===== src/rtl/counter_pulse_multi.sv =====
// Windowed multi-channel pulse counter: counts pulses per channel over WINDOW
// cycles (down from MAX_VALUE or up from 0) and hands results off via valid/ready.
module counter_pulse_multi #(
    parameter int NUM_CHANNELS = 4,
    parameter int MAX_VALUE    = 8,
    parameter int WINDOW       = 16,
    localparam int CW          = $clog2(MAX_VALUE + 1),
    localparam int WCW         = (WINDOW > 1) ? $clog2(WINDOW) : 1
) (
    input  logic                       clock,
    input  logic                       reset,
    input  logic                       start,
    input  logic                       mode,
    input  logic [NUM_CHANNELS-1:0]    incoming_lines,
    output logic [NUM_CHANNELS*CW-1:0] outgoing_lines,
    output logic                       outgoing_valid,
    input  logic                       outgoing_ready,
    output logic [NUM_CHANNELS-1:0]    saturated,
    output logic                       busy
);

    typedef enum logic [1:0] {
        IDLE   = 2'd0,
        ACTIVE = 2'd1,
        DONE   = 2'd2
    } state_t;

    localparam logic [CW-1:0]  MAX_C    = CW'(MAX_VALUE);
    localparam logic [WCW-1:0] WIN_LAST = WCW'(WINDOW - 1);

    state_t                     state_q, state_d;
    logic                       mode_q, mode_d;
    logic [WCW-1:0]             win_q, win_d;
    logic [NUM_CHANNELS*CW-1:0] cnt_q, cnt_d;
    logic [NUM_CHANNELS-1:0]    sat_q, sat_d;
    logic                       valid_q, valid_d;
    logic                       busy_q, busy_d;

    // Starting value of every channel for a window in the given mode.
    function automatic logic [NUM_CHANNELS*CW-1:0] load_counts(input logic m);
        logic [NUM_CHANNELS*CW-1:0] v;
        v = '0;
        for (int i = 0; i < NUM_CHANNELS; i++) begin
            if (m) begin
                v[i*CW +: CW] = {CW{1'b0}};
            end else begin
                v[i*CW +: CW] = MAX_C;
            end
        end
        return v;
    endfunction

    // Next-state logic: window sequencing, saturating per-channel accumulation.
    always_comb begin
        state_d = state_q;
        mode_d  = mode_q;
        win_d   = win_q;
        cnt_d   = cnt_q;
        sat_d   = sat_q;
        valid_d = valid_q;
        busy_d  = busy_q;
        case (state_q)
            IDLE: begin
                if (start) begin
                    state_d = ACTIVE;
                    mode_d  = mode;
                    cnt_d   = load_counts(mode);
                    sat_d   = {NUM_CHANNELS{1'b0}};
                    win_d   = {WCW{1'b0}};
                    busy_d  = 1'b1;
                end else begin
                    state_d = IDLE;
                end
            end
            ACTIVE: begin
                for (int i = 0; i < NUM_CHANNELS; i++) begin
                    if (!incoming_lines[i]) begin
                        cnt_d[i*CW +: CW] = cnt_q[i*CW +: CW];
                    end else if (mode_q) begin
                        if (cnt_q[i*CW +: CW] < MAX_C) begin
                            cnt_d[i*CW +: CW] = cnt_q[i*CW +: CW] + CW'(1);
                        end else begin
                            sat_d[i] = 1'b1;
                        end
                    end else begin
                        if (cnt_q[i*CW +: CW] != {CW{1'b0}}) begin
                            cnt_d[i*CW +: CW] = cnt_q[i*CW +: CW] - CW'(1);
                        end else begin
                            sat_d[i] = 1'b1;
                        end
                    end
                end
                if (win_q == WIN_LAST) begin
                    state_d = DONE;
                    win_d   = {WCW{1'b0}};
                    valid_d = 1'b1;
                    busy_d  = 1'b0;
                end else begin
                    win_d   = win_q + WCW'(1);
                end
            end
            DONE: begin
                if (!outgoing_ready) begin
                    state_d = DONE;
                end else if (start) begin
                    state_d = ACTIVE;
                    mode_d  = mode;
                    cnt_d   = load_counts(mode);
                    sat_d   = {NUM_CHANNELS{1'b0}};
                    win_d   = {WCW{1'b0}};
                    valid_d = 1'b0;
                    busy_d  = 1'b1;
                end else begin
                    state_d = IDLE;
                    valid_d = 1'b0;
                end
            end
            default: begin
                state_d = IDLE;
                valid_d = 1'b0;
                busy_d  = 1'b0;
            end
        endcase
    end

    // State registers with synchronous active-low reset; a partial window is dropped.
    always_ff @(posedge clock) begin
        if (!reset) begin
            state_q <= IDLE;
            mode_q  <= 1'b0;
            win_q   <= {WCW{1'b0}};
            cnt_q   <= {NUM_CHANNELS{MAX_C}};
            sat_q   <= {NUM_CHANNELS{1'b0}};
            valid_q <= 1'b0;
            busy_q  <= 1'b0;
        end else begin
            state_q <= state_d;
            mode_q  <= mode_d;
            win_q   <= win_d;
            cnt_q   <= cnt_d;
            sat_q   <= sat_d;
            valid_q <= valid_d;
            busy_q  <= busy_d;
        end
    end

    assign outgoing_lines = cnt_q;
    assign saturated      = sat_q;
    assign outgoing_valid = valid_q;
    assign busy           = busy_q;

endmodule


===== config.mk =====
export PLATFORM = sky130hd
export DESIGN_NAME = counter_pulse_multi
export DESIGN_NICKNAME = d
export VERILOG_FILES = /design/src/rtl/counter_pulse_multi.sv
export SDC_FILE = /design/constraint.sdc
export NUM_CORES = 1
export LEC_CHECK = 0
export BUFFER_PORTS_ARGS = -buffer_cell sky130_fd_sc_hd__buf_2
export CAP_MARGIN = 20
export CORE_ASPECT_RATIO = 1.4
export CORE_MARGIN = 2
export CORE_UTILIZATION = 56
export DETAILED_ROUTE_END_ITERATION = 8
export PLACE_DENSITY = 0.8
export SYNTH_ARGS = -nofsm -noshare
export SYNTH_HDL_FRONTEND = slang
export SYNTH_SLANG_ARGS = --single-unit

===== constraint.sdc =====
create_clock -name clock -period 3.3 [get_ports clock]
set_clock_uncertainty 0.2 [all_clocks]
set_input_delay 0.495 -clock clock [delete_from_list [all_inputs] [get_ports clock]]
set_output_delay 0.495 -clock clock [all_outputs]
set_load 0.005 [all_outputs]

==> impl_metrics.csv <==
group,metric,value,unit
synthesis,syn_nets,232,
finish,multi_input_area,1157,sq um
synthesis,synth_cell_types,28,
finish,syn_to_final_growth,15.18,%
finish,drive_above_1_share,20.94,%
die,core-area,3123,sq um
global_route,grt.met3_usage,4.375,%
finish,final_cell_mix,"buf_2, dfxtp_1, a21oi_1, nand3_1, inv_1",
global_route,overflow,0,
global_route,grt_max_degree,28,
cts,path_clk_slew,60,ps
route,wl,4019,microns
die,die_y,71.79,microns
die,row_count,24,
sta,min_period_over_period,62.20,%
sta,setup_viol,0,
pwr,leakage,0.9255,nW
worst_setup_path,crit_required,3300,ps
worst_setup_path,crit_path_start_kind,"flop",
route,first_iter_violations,49,
sta,rsz0062_at_grt,"no",
global_route,grt_pass1_vias,1624,
pwr,power,0.0008780,W
synthesis,ys_ff_latch,29,
cts,root_buffer,"clkbuf_8",
route,num_vias,1627,
cts,clk_latency,280,ps
route,wl_per_cell,14.72,microns
cts,cts_made_buffers,5,
global_route,met2_usage,41.39,%
pwr,peakVddDrop,442.7,uV
synthesis,synth_ff_type,"dfxtp_1",
outcome,outcome,"completed",
pwr,power.density,414.7,nW/um^2
global_route,grt_use_total,24.16,%
die,start_util,58.85,%
synthesis,synth-edff-count,0,
cts,cts_setup_buffers,0,
sta,hold_violations,0,
hold_path,hold_class,"reg -> reg",
cts,post_cts_resize_count,0,
global_route,grtUsageMet1,29.40,%
sta,period_minus_slack,2053,ps
die,die_w,52.42,microns
route,drt-pass1-iter-count,4,
global_route,top_usage_layer,"met2",
placed_design,gp_congestion,0.7582,
flow_run,maxCapViolCount,0,
sta,fmax,487.2,MHz
synthesis,avgSynthCellArea,9.099,sq um
worst_setup_path,r2r_slack,1250,ps
sta,drv_slew,0,
sta,relSlewSlack,46.61,%
placed_design,post_dp_cell_area,2016,sq um
sta,totalNegativeSetupSlack,0,ps
cts,hold_buffers,0,
finish,nets,263,
route,route.detailed.drc,0,
worst_setup_path,cp-end-kind,"flop",
route,avgViaCountPerCell,5.960,
placed_design,place.port_buffers,30,
global_route,grt_antenna_before_repair,0,
synthesis,syn_inst,202,
worst_setup_path,crit_fanout,15,
sta,worst_pin_slew,792.5,ps
route,antenna_left,0,
synthesis,yosys_warnings,0,
cts,clock_path_buffers,2,
worst_setup_path,criticalPathCategory,"reg -> reg",
die,ios,31,
global_route,grt_pass1_wl,6969,microns
cts,htreeDepth,2,
finish,mostFrequentLayoutCell,"buf_2",
synthesis,netlist_area,1838,sq um
cts,cts_sinks,29,
finish,fin_area,2117,sq um
die,dieArea,3763,sq um
finish,antenna_cells,0,
finish,regArea,580.6,sq um
placed_design,dp_cells,265,
worst_setup_path,cp.arrival,2050,ps
synthesis,synth_seq_area_share,31.59,%
cts,cts_tree,"done",
synthesis,synth-async-reset-ratio,0,%
placed_design,dp_hpwl,2807,microns
finish,fillCellCount,277,
finish,final_cells,273,
-- logic make-up (layout without fill, tap and decap cells) --
kind of cell / count (synthesis) / count (layout) / share of synthesized area, %
compound gates: 58 / 58 / 24.64
buf+inv: 26 / 58 / 5.446
xor+xnor: 4 / 4 / 1.906
fa+ha+maj: 21 / 21 / 15.93
flops: 29 / 29 / 31.59
mux: 1 / 1 / 0.5446
simple gates: 63 / 63 / 19.95
-- layout make-up --
cell class / count / share of cell area [%]
clock inverters: 1 / 0.2364
clock buffers: 7 / 4.551
well taps: 39 / 2.305
inverters: 19 / 3.369
repair buffers: 31 / 7.447
multi-input cells: 147 / 54.67
flip-flops and latches: 29 / 27.42
-- routing by layer --
layer | up-vias | part of all wire (%)
met5 | - | 0
li1 | 801 | -
met3 | 10 | 3.5
met1 | 778 | 44
met2 | 38 | 51
met4 | 0 | 2.2
-- state kept, by name, summed over array words and instances (netlist names) --
register,count
busy,1
mode_q,1
outgoing_lines,16
outgoing_valid,1
saturated,4
state_q,2
win_q,4
-- final timing paths --
path / from / end / depth (start not counted)
max: state_q[1]$_SDFFE_PN0P_ / outgoing_lines[2]$_SDFFE_PN0P_ / 4
min: outgoing_valid$_SDFFE_PN0P_ / outgoing_valid$_SDFFE_PN0P_ / 2
max reg2reg: state_q[1]$_SDFFE_PN0P_ / outgoing_lines[2]$_SDFFE_PN0P_ / 4
min reg2reg: outgoing_valid$_SDFFE_PN0P_ / outgoing_valid$_SDFFE_PN0P_ / 2
-- power by group --
part | leakage, nW | total [W] | switching, W | internal (W)
clock network | 0.0542 | 0.000326 | 0.000138 | 0.000188
logic | 0.635 | 0.000169 | 0.0000993 | 0.0000696
registers | 0.236 | 0.000383 | 0.0000171 | 0.000366
total | 0.925 | 0.000878 | 0.000254 | 0.000624
-- metrics by stage --
stage	setup WS (ps)	util, %	hold WS [ps]
3_3_place_gp	1326	64.54	243.7
3_5_place_dp	1287	64.54	250.9
2_1_floorplan	816.7	-	229.8
4_1_cts	1258	67.79	259.5
6_report	1247	67.79	257.2
5_1_grt	1131	67.79	298.5
-- cells in the mapped netlist, types with 2 or more instances --
cell type,instances,area share [%]
nand3_1,21,5.7
buf_2,2,0.54
nand2b_1,7,2.4
nor2_1,4,0.82
or4_1,8,3.3
a21oi_1,26,7.1
xor2_1,4,1.9
o21ai_0,4,1.1
o211a_1,4,2.2
dfxtp_1,29,32
o2111ai_4,4,5.7
a211oi_1,6,2.5
a31oi_1,2,0.68
a21o_1,8,3.3
and3_1,2,0.68
fa_1,4,4.4
clkbuf_1,5,1.0
inv_1,19,3.9
o32a_1,4,2.2
nor3_1,2,0.54
nand2_1,11,2.2
ha_1,17,12
or4_4,4,2.5
-- worst max-delay path, cell delays in order (launching register included) --
cell,delay (ps)
dfxtp_1,410
and2b_4,470
o2111ai_4,220
or4_1,510
a21oi_1,160
No activity file was read; power rests on OpenSTA's default activity.
